`src/rtl/logic_engine_pkg.sv`:
```
// Shared definitions for the 8-bit logic engine and its request issuer:
// opcode encodings, the default datapath width and the request record.
package logic_engine_pkg;

    localparam int LOGIC_WIDTH = 8;

    localparam logic [1:0] OP_OR   = 2'b00;
    localparam logic [1:0] OP_NAND = 2'b01;
    localparam logic [1:0] OP_NOR  = 2'b10;
    localparam logic [1:0] OP_AND  = 2'b11;

    // One queued operation; chain=1 means "use the last captured result as B".
    typedef struct packed {
        logic [LOGIC_WIDTH-1:0] a;
        logic [LOGIC_WIDTH-1:0] b;
        logic [1:0]             opcode;
        logic                   chain;
    } logic_req_t;

endpackage

```
`src/rtl/logic_req_fifo.sv`:
```
// Small synchronous FIFO of request records. The head entry is read
// combinationally so the issuer can drive the engine from it directly.
module logic_req_fifo
    import logic_engine_pkg::*;
#(
    parameter int  DEPTH = 4,
    parameter type req_t = logic_req_t
) (
    input  logic                         clk,
    input  logic                         rst,
    input  logic                         push,
    input  req_t                         push_data,
    input  logic                         pop,
    output req_t                         head,
    output logic [$clog2(DEPTH+1)-1:0]   count,
    output logic                         empty,
    output logic                         full
);

    localparam int PTR_W = (DEPTH > 1) ? $clog2(DEPTH) : 1;
    localparam int CNT_W = $clog2(DEPTH + 1);

    req_t             mem_reg [DEPTH];
    logic [PTR_W-1:0] wr_ptr_reg;
    logic [PTR_W-1:0] rd_ptr_reg;
    logic [CNT_W-1:0] count_reg;

    logic do_push;
    logic do_pop;

    assign full    = (count_reg == CNT_W'(DEPTH));
    assign empty   = (count_reg == '0);
    assign count   = count_reg;
    assign head    = mem_reg[rd_ptr_reg];
    assign do_push = push && !full;
    assign do_pop  = pop && !empty;

    // Storage write; contents need no reset because empty masks the head.
    always_ff @(posedge clk) begin
        if (do_push) begin
            mem_reg[wr_ptr_reg] <= push_data;
        end
    end

    // Pointer and occupancy bookkeeping; pointers wrap since DEPTH is a power of two.
    always_ff @(posedge clk) begin
        if (rst) begin
            wr_ptr_reg <= '0;
            rd_ptr_reg <= '0;
            count_reg  <= '0;
        end else begin
            if (do_push) begin
                wr_ptr_reg <= wr_ptr_reg + PTR_W'(1);
            end
            if (do_pop) begin
                rd_ptr_reg <= rd_ptr_reg + PTR_W'(1);
            end
            case ({do_push, do_pop})
                2'b10:   count_reg <= count_reg + CNT_W'(1);
                2'b01:   count_reg <= count_reg - CNT_W'(1);
                default: count_reg <= count_reg;
            endcase
        end
    end

endmodule

```
`src/rtl/logic_op_issuer.sv`:
```
// Upstream feeder for the combinational logic engine: buffers requests,
// presents the head entry on eng_*, and captures the engine result into a
// registered valid/ready output stage. Supports chaining B from the last result.
// Optional: define LOGIC_ISSUE_PARITY_EN to add the registered out_parity port.
module logic_op_issuer
    import logic_engine_pkg::*;
#(
    parameter int WIDTH = LOGIC_WIDTH,
    parameter int DEPTH = 4
) (
    input  logic             clk,
    input  logic             rst,
    input  logic             in_valid,
    output logic             in_ready,
    input  logic [WIDTH-1:0] in_a,
    input  logic [WIDTH-1:0] in_b,
    input  logic [1:0]       in_opcode,
    input  logic             in_chain,
    output logic [WIDTH-1:0] eng_a,
    output logic [WIDTH-1:0] eng_b,
    output logic [1:0]       eng_opcode,
    input  logic [WIDTH-1:0] eng_result,
    output logic             out_valid,
    input  logic             out_ready,
    output logic [WIDTH-1:0] out_result,
`ifdef LOGIC_ISSUE_PARITY_EN
    output logic             out_parity,
`endif
    output logic [1:0]       out_opcode
);

    localparam int CNT_W = $clog2(DEPTH + 1);

    // Width-local request record so WIDTH other than the package default works.
    typedef struct packed {
        logic [WIDTH-1:0] a;
        logic [WIDTH-1:0] b;
        logic [1:0]       opcode;
        logic             chain;
    } req_t;

    req_t             push_req;
    req_t             head_req;
    logic [CNT_W-1:0] fifo_count;
    logic             fifo_empty;
    logic             fifo_full;
    logic             push;
    logic             issue;

    logic             out_valid_reg;
    logic [WIDTH-1:0] out_result_reg;
    logic [1:0]       out_opcode_reg;
    logic [WIDTH-1:0] last_result_reg;

    assign push_req = '{a: in_a, b: in_b, opcode: in_opcode, chain: in_chain};

    // in_ready depends on occupancy only; a same-cycle pop does not free a slot early.
    assign in_ready = !fifo_full;
    assign push     = in_valid && in_ready;
    assign issue    = !fifo_empty && (!out_valid_reg || out_ready);

    logic_req_fifo #(
        .DEPTH (DEPTH),
        .req_t (req_t)
    ) u_fifo (
        .clk       (clk),
        .rst       (rst),
        .push      (push),
        .push_data (push_req),
        .pop       (issue),
        .head      (head_req),
        .count     (fifo_count),
        .empty     (fifo_empty),
        .full      (fifo_full)
    );

    // Engine drive: head entry, with B optionally replaced by the last result; zero when idle.
    always_comb begin
        eng_a      = '0;
        eng_b      = '0;
        eng_opcode = '0;
        if (!fifo_empty) begin
            eng_a      = head_req.a;
            eng_b      = head_req.chain ? last_result_reg : head_req.b;
            eng_opcode = head_req.opcode;
        end
    end

    // Output register and chaining state: capture on issue, drop valid once consumed.
    always_ff @(posedge clk) begin
        if (rst) begin
            out_valid_reg   <= 1'b0;
            out_result_reg  <= '0;
            out_opcode_reg  <= '0;
            last_result_reg <= '0;
        end else if (issue) begin
            out_valid_reg   <= 1'b1;
            out_result_reg  <= eng_result;
            out_opcode_reg  <= head_req.opcode;
            last_result_reg <= eng_result;
        end else if (out_valid_reg && out_ready) begin
            out_valid_reg   <= 1'b0;
        end
    end

`ifdef LOGIC_ISSUE_PARITY_EN
    logic out_parity_reg;

    // Parity of the captured result, updated in lockstep with out_result.
    always_ff @(posedge clk) begin
        if (rst) begin
            out_parity_reg <= 1'b0;
        end else if (issue) begin
            out_parity_reg <= ^eng_result;
        end
    end

    assign out_parity = out_parity_reg;
`endif

    assign out_valid  = out_valid_reg;
    assign out_result = out_result_reg;
    assign out_opcode = out_opcode_reg;

endmodule
```
`config.mk`:
```
export PLATFORM = sky130hd
export DESIGN_NAME = logic_op_issuer
export DESIGN_NICKNAME = d
export VERILOG_FILES = /design/src/rtl/logic_engine_pkg.sv /design/src/rtl/logic_req_fifo.sv /design/src/rtl/logic_op_issuer.sv
export SDC_FILE = /design/constraint.sdc
export NUM_CORES = 1
export LEC_CHECK = 0
export ABC_AREA = 1
export CAP_MARGIN = 5
export CORE_ASPECT_RATIO = 0.6
export CORE_MARGIN = 2
export CORE_UTILIZATION = 54
export CTS_CLUSTER_DIAMETER = 40
export CTS_CLUSTER_SIZE = 24
export DETAILED_ROUTE_END_ITERATION = 12
export PLACE_DENSITY_LB_ADDON = 0.15
export RECOVER_POWER = 100
export SLEW_MARGIN = 20
export SYNTH_ARGS = -nofsm -noshare
export SYNTH_HDL_FRONTEND = slang
export SYNTH_SLANG_ARGS = --single-unit
```
`constraint.sdc`:
```
create_clock -name clk -period 2.13 [get_ports clk]
set_input_delay 0.3195 -clock clk [delete_from_list [all_inputs] [get_ports clk]]
set_output_delay 0.3195 -clock clk [all_outputs]
set_load 0.1 [all_outputs]
```
Word level (Yosys, flattened, before mapping) --
Memories as Yosys holds them, arrays and structs flattened. A register that Yosys moved wholly into a read port is not among the register bits. Cells that the tools add are included.
Word-level totals: bits in registers 18, bits in writable memories 76, input bits 31, output and inout bits 30, word-level logic and storage cells 37, memories kept 1
Cells by class: $add $sub $neg 4, equal/unequal tests 3, multiplexer cells 11, reduce and logical (&&, ||, !) cells 12
Memory list:
- u_fifo.mem_reg | depth 4, width 19, rd ports 1, clocked after memory_dff 1, wr ports 1, RTL line logic_req_fifo.sv:23 | req_t mem_reg [DEPTH];
Operator list (count):
- two-way mux 8 bit | 3
- two-way mux 2 bit | 3
- one-hot mux 3 bit (2 select lines) | 1
- logical AND 1 bit | 5
- adder 2 x 1 -> 2 bit, second input constant | 2
- two-way mux 1 bit | 4
- nonzero test 2 bit | 2
- adder 3 x 1 -> 3 bit, second input constant | 1
- equality test 3 bit, second input constant | 1
- logical NOT 1 bit | 3
- logical NOT 3 bit | 1
- subtractor 3 x 1 -> 3 bit, second input constant | 1
- equality test 2 x 1 -> 1 bit, second input constant | 1
- equality test 2 bit, second input constant | 1
- logical OR 1 bit | 1

Longest topological paths before layout --
Gate-level depths: netlist of run 1.
word-level depth 6, mapped depth 12, gate-level depth less buffers 12

Modules after synthesis --
From an unflattened synthesis of run 1, not the netlist that was laid out.
Second synthesis, totals: cells, all modules 372, area, all modules 4048.9 µm²
By module, submodules not included:
- logic_req_fifo | times used 1, cells each 254, area an instance 3374.5 µm², sequential area each 2462.4 µm²
- logic_op_issuer | times used 1, cells each 118, area an instance 674.4 µm², sequential area each 220.2 µm²

Worst setup path after synthesis of run 1 --
No wires, ideal clock.
kind flip-flop to flip-flop, start point register u_fifo.count_reg[0] (netlist: u_fifo.count[0]), end point register u_fifo.count_reg[2] (netlist: u_fifo.count[2]), setup time 110 ps, data arrival time 2770 ps, required time 2020 ps, setup slack -749 ps, cell stages (with the launch flop) 12, buffers on the path 0, period minus slack after synthesis 2879 ps, cells stage by stage dfxtp_1 > inv_1 > nand3_1 > nand2_1 > ha_1 > inv_1 > fa_1 > or2_2 > nand3_1 > nand2_1 > inv_1 > nor2_1
On the way: word-level cells in the longest chain between the ends 6, elaborated cells between the ends (all ways) 14, those cells by class 2 x add/sub; 3 x eq/ne; 1 x mux; 8 x reduce/logical
Ends and longest elaborated chain:
- start: declaration | RTL line logic_req_fifo.sv:26 | logic [CNT_W-1:0] count_reg;
- start signal: assignment | RTL line logic_req_fifo.sv:59 | 2'b10: count_reg <= count_reg + CNT_W'(1);
- start signal: assignment | RTL line logic_req_fifo.sv:60 | 2'b01: count_reg <= count_reg - CNT_W'(1);
- start signal: assignment | RTL line logic_req_fifo.sv:61 | default: count_reg <= count_reg;
- equality test 3 bit * | RTL line logic_req_fifo.sv:31 | assign full = (count_reg == CNT_W'(DEPTH));
- logical NOT 1 bit * | RTL line logic_op_issuer.sv:58 | assign in_ready = !fifo_full;
- net in_ready | RTL line logic_op_issuer.sv:14 | output logic in_ready,
- logical AND 1 bit | RTL line logic_op_issuer.sv:59 | assign push = in_valid && in_ready;
- logical AND 1 bit * | RTL line logic_req_fifo.sv:35 | assign do_push = push && !full;
- equality test 2 x 1 -> 1 bit / equality test 2 bit (equally long branches) | RTL line logic_req_fifo.sv:58 | case ({do_push, do_pop})
- one-hot mux 3 bit (2 select lines) / nonzero test 2 bit (equally long branches)
Mark *: on every way through the listed nets, which the timed path passes. The rest lies on a longest branch. A chain may end at the register's enable or synchronous reset.

==> results of run 1 <==
-- cell usage after synthesis --
library cell	instances
sky130_fd_sc_hd__fa_1	1
sky130_fd_sc_hd__nand4_1	1
sky130_fd_sc_hd__inv_1	60
sky130_fd_sc_hd__inv_2	2
sky130_fd_sc_hd__o21ai_1	8
sky130_fd_sc_hd__o21ai_0	21
sky130_fd_sc_hd__or2_2	1
sky130_fd_sc_hd__clkbuf_1	4
sky130_fd_sc_hd__a21oi_1	13
sky130_fd_sc_hd__edfxtp_1	76
sky130_fd_sc_hd__ha_1	5
sky130_fd_sc_hd__dfxtp_1	20
sky130_fd_sc_hd__buf_6	5
sky130_fd_sc_hd__nand3_2	1
sky130_fd_sc_hd__nor2_1	80
sky130_fd_sc_hd__nand2_1	87
sky130_fd_sc_hd__nand3b_1	8
sky130_fd_sc_hd__buf_4	2
sky130_fd_sc_hd__nand3_1	24
sky130_fd_sc_hd__buf_2	5
-- area by class of cell --
type	count	area [um2]	share of cell area [%]
Sequential cell	96	2690	50.2
Multi-Input combinational cell	250	1250	23.5
Timing Repair Buffer	78	771	14.4
Clock buffer	15	258	4.82
Inverter	62	243	4.54
Tap cell	104	130	2.43
Clock inverter	1	5.00	0.0936
-- cells in the final DEF (no fill, tap or decap), types with 6 or more instances in the layout --
cell,instances
sky130_fd_sc_hd__nand2_1,86
sky130_fd_sc_hd__edfxtp_1,76
sky130_fd_sc_hd__nor2_1,68
sky130_fd_sc_hd__inv_1,59
sky130_fd_sc_hd__nand3_1,22
sky130_fd_sc_hd__o21ai_0,21
sky130_fd_sc_hd__dlygate4sd3_1,20
sky130_fd_sc_hd__dfxtp_1,18
sky130_fd_sc_hd__clkbuf_2,16
sky130_fd_sc_hd__a21oi_2,10
sky130_fd_sc_hd__clkdlybuf4s50_1,10
sky130_fd_sc_hd__clkbuf_16,9
sky130_fd_sc_hd__buf_4,9
sky130_fd_sc_hd__nand3b_1,8
sky130_fd_sc_hd__nor2_4,8
sky130_fd_sc_hd__o21ai_1,8
sky130_fd_sc_hd__buf_6,8
sky130_fd_sc_hd__clkbuf_1,7
sky130_fd_sc_hd__buf_8,7
sky130_fd_sc_hd__buf_12,6
-- layer usage --
layer	global-route usage, %	share of wire [%]	vias up
met2	35.7	49	88
met1	31.6	44	1468
met4	7.19	0.72	0
li1	-	-	1512
met5	0	0	-
met3	5.43	6.0	8
-- critical path, cell delays in order (launching register included) --
cell,delay (ns)
sky130_fd_sc_hd__dfxtp_1,0.39
sky130_fd_sc_hd__clkinvlp_4,0.18
sky130_fd_sc_hd__buf_12,0.19
sky130_fd_sc_hd__nor2_1,0.12
sky130_fd_sc_hd__o21ai_0,0.12
sky130_fd_sc_hd__a21oi_2,0.21
sky130_fd_sc_hd__buf_12,0.20
-- per-stage QoR --
step                setup WS [ns]  setup TNS, ns  util (%)  area, um2
finish                     0.0515              0      72.7       5350
global route              -0.0215        -0.0331      72.7       5350
CTS                       -0.0594         -0.323      74.1       5450
detailed placement        -0.0942        -0.0942      70.4       5180
global placement          -0.0338        -0.0338      70.4       5180
floorplan                  -0.530          -5.82         -       4230
-- logic make-up (layout without fill, tap and decap cells) --
kind of cell / after synthesis / count (layout) / synth area share [%]
AND/OR/NAND/NOR: 202 / 202 / 20.0
flip-flops: 96 / 96 / 64.7
buffers and inverters: 78 / 156 / 8.29
AO/OA/AOI/OAI: 42 / 42 / 5.07
adder cells (fa/ha/maj): 6 / 6 / 1.99
-- how the worst max path moves through the flow --
stage	from	endpoint	slack [ns]	depth (start not counted)
floorplan	u_fifo.count[0]	eng_a[0]	-0.53	6
global placement	out_ready	u_fifo.count[2]	-0.03	13
detailed placement	out_ready	u_fifo.count[2]	-0.09	13
CTS	u_fifo.count[0]	eng_a[6]	-0.06	6
global route	flop	eng_a[1]	-0.02	6
finish	flop	eng_a[1]	0.05	6
-- what timing repair did --
item	4_1_cts	5_1_grt
pin swaps	0	0
cloned	0	0
gates resized for setup	2	22
endpoints found under the setup margin	18	18
hold buffers	0	0
buffers inserted	0	3
hold endpoints to repair	0	0
==> impl_results.md, run 1 <==
* Status: finished clean
* Slew of the pin with the lowest slew margin at 0.598 ns
* Number of stages on the worst hold path at 2
* Placer's final routability congestion estimate at 0.754
* Overall routing resource usage at 22.7%
* Worst reg2reg path depth at 11
* Starting DRC count in detailed routing at roughly 200
* Worst R2R Start: u_fifo.count[0]
* Clock buffers created by TritonCTS at 9
* Antenna violation net count after detailed routing at 0
* Startpoint of the worst hold path: last_result_reg[2]
* Data required time of the critical path at 1.81 ns
* Initial antenna violation count at 0
* Total global routing overflow at 0
* Detailed placement HPWL at 5850 um
* Register-to-register path setup slack at 0.25 ns
* Avg Inst Size Synth at 9.79 um2
* Detail-routed net length per standard cell at 14.9 um
* Critical path peak fanout at 13
* Final std cells w/o fill at 606
* Floorplan die height at 71.9 um
* Area Overhead vs Synth at 28.9%
* Total routed wirelength at 9060 um
* Synthesized net count at 461
* IO buf count at 60
* Placement Rows at 24
* Starting density of the core at between 50 and 60%
* Count of cell types in the netlist at 20
* Crit path kind: reg -> out
* Maximum number of pins on one net before global-route repair at 27
* Number of synthesis warnings at 0
* Number of DRC violations after detailed routing at 0
* First-pass GRT wire length at 14,200 um
* Clock tree sinks at between 90 and 100
* Biggest area contributors in the synthesized netlist: sky130_fd_sc_hd__edfxtp_1 (55%), sky130_fd_sc_hd__dfxtp_1 (9.7%), sky130_fd_sc_hd__nand2_1 (7.9%)
* Total setup violations reported at the end of the flow at 0
* Clock Path Buffers at 2
* Mapped cell area at 4150 um2
* Worst-case hold path end point: last_result_reg[2]
* Diode insertion count for antenna repair at 0
* Master cell of the clock root buffer: sky130_fd_sc_hd__clkbuf_16
* Headroom to the max-slew limit at roughly 60%
* Number of nets in the layout at 534
* Largest register FFs at 76
* Number of register bits inferred by synthesis at 96
* Clock insertion delay at the later pin of the skew report at 0.33 ns
* Final hold viol count at 0
* H-tree levels at 3
* Yosys top cell area share at 55.0%
* Inst Count DP at 587
* Fraction of the yosys area taken by sequential cells at 64.7%
* Number of vias per cell after detailed routing at 5.08
* Clock slew seen by the registers of the worst setup and hold paths at 0.06 ns
* Worst-case clock skew at 0.00522 ns
* Vias in the first global route at 2,933
* Area inside the core boundary at 7360 um2
* Hold slack final at 0.504 ns
* Endpoint of the worst register-to-register path: u_fifo.count[2]
* TritonCTS clock tree: yes
* Highest achievable clock rate at 0.481 GHz
* Fraction of layout cells with a size suffix above 1 at 17.7%
* Type of element capturing the critical path: output port
* Detailed Routing Iterations Pass 1 at 6
* Dominant cell type by area after synthesis: sky130_fd_sc_hd__edfxtp_1
* Total vias in the final route at around 3.1k
* Worst min-delay path class: reg -> reg
* Count of pins on the block boundary at between 60 and 70
* Element type at the critical path start: flop
* Max-cap violations at 0
* Tmin final at ~2.1 ns
* Width of the chip at between 100 and 150 um
* Data arrival at the endpoint of the critical path at 1.76 ns
* Area of the die at 8420 um2
* Max-slew violation total from the final report at 0
* Share of the clock period used by the worst path after layout at between 90 and 100%
* Gate Count Post-Synth at approximately 420
* Filler instances at 534
Power of run 1 is left out: the tool's default activity adds up to more than one toggle a clock period on the data nets, which glitch-free logic cannot reach.
==> run 2, diff against run 1 <==
==> constraint.sdc (replaced) <==
create_clock -name clk -period 2.13 [get_ports clk]
set_input_delay 0.639 -clock clk [delete_from_list [all_inputs] [get_ports clk]]
set_output_delay 0.639 -clock clk [all_outputs]
set_load 0.1 [all_outputs]
==> run 2 against run 1 <==
The flow now finishes with violations (setup timing). Clock skew about the same. Global-route usage up 2.0 points. Design area up 13%. Routed wire length up 10%. First-iteration DRC count up 20%. Fmax down 8.7%. Utilization up 9.4 points. Register-to-register slack better by 0.03 ns. Non-clock buffer count up 9. Critical endpoint is now eng_b[5].
==> impl_results.md, run 2 (synthesis results as in run 1) <==
* Status: complete, but fails checks
* Violations in the final reports: setup timing
* Number of DRC violations after detailed routing at 0
* IO buf count at 60
* Type of element capturing the critical path: output port
* Placement Rows at 24
* Overall routing resource usage at between 20% and 30%
* Headroom to the max-slew limit at 56.8%
* Total setup violations reported at the end of the flow at 18
* Detail-routed net length per standard cell at 16.2 um
* Final Worst Setup Slack at -0.147 ns
* Starting density of the core at 56.4%
* Maximum number of pins on one net before global-route repair at 20
* Max-cap violations at 0
* Placer's final routability congestion estimate at 0.791
* Number of nets in the layout at 543
* Data required time of the critical path at 1.49 ns
* Area Overhead vs Synth at 45.5%
* Startpoint of the worst hold path: last_result_reg[1]
* TritonCTS clock tree: yes
* Share of the clock period used by the worst path after layout at 107%
* Placed cell area at 5410 um2
* H-tree levels at 3
* Leading cell types in the layout, fill and taps excluded: sky130_fd_sc_hd__edfxtp_1 (76), sky130_fd_sc_hd__nand2_1 (65), sky130_fd_sc_hd__nor2_1 (58), sky130_fd_sc_hd__inv_1 (56), sky130_fd_sc_hd__buf_12 (26)
* Vias in the first global route at approximately 3.2k
* Fin area at a little over 6000 um2
* Tmin final at 2.28 ns
* Number of buffers inserted by hold repair at cts at 0
* Highest achievable clock rate at 0.439 GHz
* Area inside the core boundary at 7360 um2
* Final hold viol count at 0
* Slew of the pin with the lowest slew margin at 0.648 ns
* Floorplan die height at 71.9 um
* Width of the chip at 117 um
* Setup TNS at -2.02 ns
* Starting DRC count in detailed routing at 242
* Count of pins on the block boundary at 61
* Clock slew seen by the registers of the worst setup and hold paths at 0.07 ns
* Antenna violation net count after detailed routing at 0
* Fraction of layout cells with a size suffix above 1 at 32.7%
* Area of the die at 8420 um2
* Total vias in the final route at 3,224
* End-of-flow core utilization at 82.1%
* Initial antenna violation count at 0
* Worst-case clock skew at 0.00502 ns
* Largest register FFs at 76
* Data arrival at the endpoint of the critical path at roughly 1.6 ns
* First-pass GRT wire length at approximately 15,000 um
* Clock insertion delay at the later pin of the skew report at 0.34 ns
* Detailed placement HPWL at 5900 um
* Final std cells w/o fill at 615
* Number of vias per cell after detailed routing at about 5.2
* Clock buffers created by TritonCTS at 9
* Total global routing overflow at 0
* Critical path peak fanout at 8
* Worst R2R Start: u_fifo.count[1]
* Most common cell after layout, fill and taps aside: sky130_fd_sc_hd__edfxtp_1
* Inst Count DP at 594
* Clock Path Buffers at 2
* Detailed Routing Iterations Pass 1 at 5
* Clock tree sinks at 96
* Element type at the critical path start: flop
* Max-slew violation total from the final report at 0
* Diode insertion count for antenna repair at 0
* Setup repair after global routing missed its margin: true
* Total routed wirelength at 9970 um
* Worst min-delay path class: reg -> reg
* Crit path kind: reg -> out
* Master cell of the clock root buffer: sky130_fd_sc_hd__clkbuf_16
## run 2: layout make-up
type,instances,area [um2]
repair buffers,87,1080
inverters,62,243
flip-flops and latches,96,2700
well taps,104,130
clock buffers,9,225
fillers,415,1320
multi-input cells,250,1590
clock inverters,7,70.1
## run 2: final timing paths
| check | slack, ns | end | depth (start not counted) |
|---|---|---|---|
| min | 0.49 | last_result_reg[1] | 2 |
| min reg2reg | 0.49 | last_result_reg[1] | 2 |
| max reg2reg | 0.28 | u_fifo.count[2] | 12 |
| max | -0.15 | eng_b[5] | 8 |
## run 2: per-layer routing
| metal | part of all wire, % | global-route usage (%) |
|---|---|---|
| met1 | 40 | 30.9 |
| met2 | 52 | 40.9 |
| met3 | 7.0 | 7.02 |
| met4 | 1.6 | 9.93 |
| met5 | 0 | 0 |
## run 2: per-stage QoR
step                setup slack, ns  hold slack, ns
global route                 -0.208           0.518
finish                       -0.147           0.486
CTS                          -0.129           0.490
floorplan                  -0.00411           0.459
global placement             -0.360           0.471
detailed placement           -0.447           0.476
## run 2: what timing repair did
item / in CTS / in global routing
setup buffers: 2 / 1
cloned: 1 / 1
gates resized for setup: 49 / 52
pin swaps: 7 / 10
endpoints found under the setup margin: 19 / 19
## run 2: critical path, cell delays in order, from the launching register on
cell                      delay [ns]
sky130_fd_sc_hd__dfxtp_4        0.40
sky130_fd_sc_hd__inv_8          0.11
sky130_fd_sc_hd__nand2_2        0.10
sky130_fd_sc_hd__nand2_2        0.10
sky130_fd_sc_hd__nand2_4        0.07
sky130_fd_sc_hd__nand2_8        0.14
sky130_fd_sc_hd__nor2_4         0.06
sky130_fd_sc_hd__nor2_4         0.12
sky130_fd_sc_hd__buf_12         0.18
Power of run 2 is left out for the same reason.
==> run 3, diff against run 2 <==
--- a/config.mk
+++ b/config.mk
@@ -15,6 +15,7 @@
 export DETAILED_ROUTE_END_ITERATION = 12
 export PLACE_DENSITY_LB_ADDON = 0.15
 export RECOVER_POWER = 100
+export SETUP_SLACK_MARGIN = 0.4
 export SLEW_MARGIN = 20
 export SYNTH_ARGS = -nofsm -noshare
 export SYNTH_HDL_FRONTEND = slang
==> run 3 against run 2 <==
The flow still finishes with violations (setup timing). Fmax decreased by 1.4%. Clock-buffer cell count unchanged. Critical endpoint is now eng_b[7]. Via count increased by 1.5%. Setup slack got worse by 0.032 ns. Design area decreased by 1.4%. Register-to-register slack got worse by 0.09 ns.
==> impl_results.md, run 3 (synthesis results as in run 1) <==
* Status: complete, but fails checks
* Violations in the final reports: setup timing
* Count of pins on the block boundary at 61
* Critical path peak fanout at 5
* Number of buffers inserted by hold repair at cts at 0
* Master cell of the clock root buffer: sky130_fd_sc_hd__clkbuf_16
* Data arrival at the endpoint of the critical path at approximately 1.7 ns
* Max-cap violations at 0
* Total global routing overflow at 0
* Worst reg2reg path depth at 6
* Worst-case clock skew at 0.00374 ns
* Starting DRC count in detailed routing at 303
* Clock tree sinks at 96
* Most common cell after layout, fill and taps aside: sky130_fd_sc_hd__edfxtp_1
* Detail-routed net length per standard cell at around 17 um
* Fraction of layout cells with a size suffix above 1 at a little under a third
* Detailed placement HPWL at 6160 um
* Number of nets in the layout at 547
* Total routed wirelength at 10,500 um
* Number of vias per cell after detailed routing at 5.28
* Clock Path Buffers at 2
* Tmin final at roughly 2.3 ns
* Antenna violation net count after detailed routing at 0
* Setup repair after global routing missed its margin: true
* Crit path kind: reg -> out
* H-tree levels at 3
* Max-slew violation total from the final report at 0
* Maximum number of pins on one net before global-route repair at 25
* Worst min-delay path class: reg -> reg
* Vias in the first global route at 3,340
* Clock insertion delay at the later pin of the skew report at 0.34 ns
* Leading cell types in the layout, fill and taps excluded: sky130_fd_sc_hd__edfxtp_1 (76), sky130_fd_sc_hd__nand2_1 (65), sky130_fd_sc_hd__nor2_1 (61), sky130_fd_sc_hd__inv_1 (52), sky130_fd_sc_hd__buf_12 (22)
* IO buf count at 60
* Detailed Routing Iterations Pass 1 at 5
* Final hold viol count at 0
* Floorplan die height at just over 70 um
* Area inside the core boundary at 7360 um2
* Initial antenna violation count at 0
* Overall routing resource usage at 26.0%
* Area occupied by multi-input gates at 1570 um2
* Starting density of the core at 56.4%
* Total vias in the final route at about 3.3k
* Total setup violations reported at the end of the flow at 18
* Headroom to the max-slew limit at around 59%
* Inst Count DP at 593
* Setup TNS at -1.91 ns
* Element type at the critical path start: flop
* First-pass GRT wire length at approximately 16,000 um
* Share of the clock period used by the worst path after layout at 108%
* Largest register FFs at 76
* Slew of the pin with the lowest slew margin at 0.617 ns
* Clock slew seen by the registers of the worst setup and hold paths at 0.07 ns
* Sequential cell area in the final layout at between 2000 and 3000 um2
* Data required time of the critical path at 1.49 ns
* Area of the die at ~8400 um2
* Placement Rows at 24
* Diode insertion count for antenna repair at 0
* Final std cells w/o fill at just over 600
* Area Overhead vs Synth at 43.4%
* Clock buffers created by TritonCTS at 9
* Type of element capturing the critical path: output port
* Number of DRC violations after detailed routing at 0
* Final Worst Setup Slack at -0.180 ns
* Filler instances at 422
* Highest achievable clock rate at 0.433 GHz
* Width of the chip at 117 um
* Number of stages on the worst hold path at 2
* Placer's final routability congestion estimate at 0.764
* TritonCTS clock tree: yes
-- run 3: cell types whose count changed in the layout (fill, tap and decap cells not counted), sizes merged --
cell           delta
buf               -8
clkbuf           +13
clkdlybuf4s50     -1
clkinv            +2
clkinvlp          +1
dlygate4sd2       +1
dlymetal6s2s      -1
inv               -3
-- run 3: worst paths after layout --
check / startpoint / end / slack (ns)
setup / recovery: flop / eng_b[7] / -0.18
hold / removal: last_result_reg[5] / last_result_reg[5] / 0.50
setup reg to reg: u_fifo.count[1] / u_fifo.mem_reg[3][18] / 0.19
hold reg to reg: last_result_reg[5] / last_result_reg[5] / 0.50
-- run 3: critical path, cell delays in order, from the launching register on --
cell and delay (ns):
sky130_fd_sc_hd__dfxtp_4 0.38, sky130_fd_sc_hd__buf_8 0.14, sky130_fd_sc_hd__buf_6 0.13, sky130_fd_sc_hd__nand2_1 0.09
sky130_fd_sc_hd__nand3_1 0.13, sky130_fd_sc_hd__nand2_2 0.12, sky130_fd_sc_hd__nor2_4 0.05, sky130_fd_sc_hd__nor2_4 0.10
sky130_fd_sc_hd__buf_12 0.18
-- run 3: stage by stage --
stage | instance area [um2] | util, % | hold WS (ns) | setup slack, ns
finish | 5950 | 80.9 | 0.497 | -0.180
floorplan | 4470 | - | 0.459 | 0.105
CTS | 6180 | 84.0 | 0.519 | -0.124
global placement | 5600 | 76.2 | 0.484 | -0.280
detailed placement | 5600 | 76.2 | 0.505 | -0.367
global route | 5950 | 80.9 | 0.533 | -0.219
-- run 3: area by class of cell --
| type | count | area share, % |
|---|---|---|
| Timing Repair Buffer | 91 | 16.7 |
| Multi-Input combinational cell | 250 | 26.3 |
| Tap cell | 104 | 2.19 |
| Inverter | 62 | 4.23 |
| Clock inverter | 7 | 1.03 |
| Clock buffer | 9 | 3.78 |
| Sequential cell | 96 | 45.8 |
-- run 3: per-layer routing --
| layer | vias to the layer above | GRT usage (%) | part of all wire, % |
|---|---|---|---|
| li1 | 1540 | - | - |
| met1 | 1571 | 32.3 | 40 |
| met2 | 133 | 42.9 | 51 |
| met3 | 27 | 7.69 | 6.4 |
| met4 | 0 | 11.2 | 2.7 |
| met5 | - | 0 | 0 |
-- run 3: what timing repair did --
| action | CTS | global route |
|---|---|---|
| setup endpoints to repair | 20 | 20 |
| pin swaps | 14 | 6 |
| gates resized for setup | 74 | 13 |
| buffers inserted | 9 | 1 |
Power of run 3 is left out for the same reason.
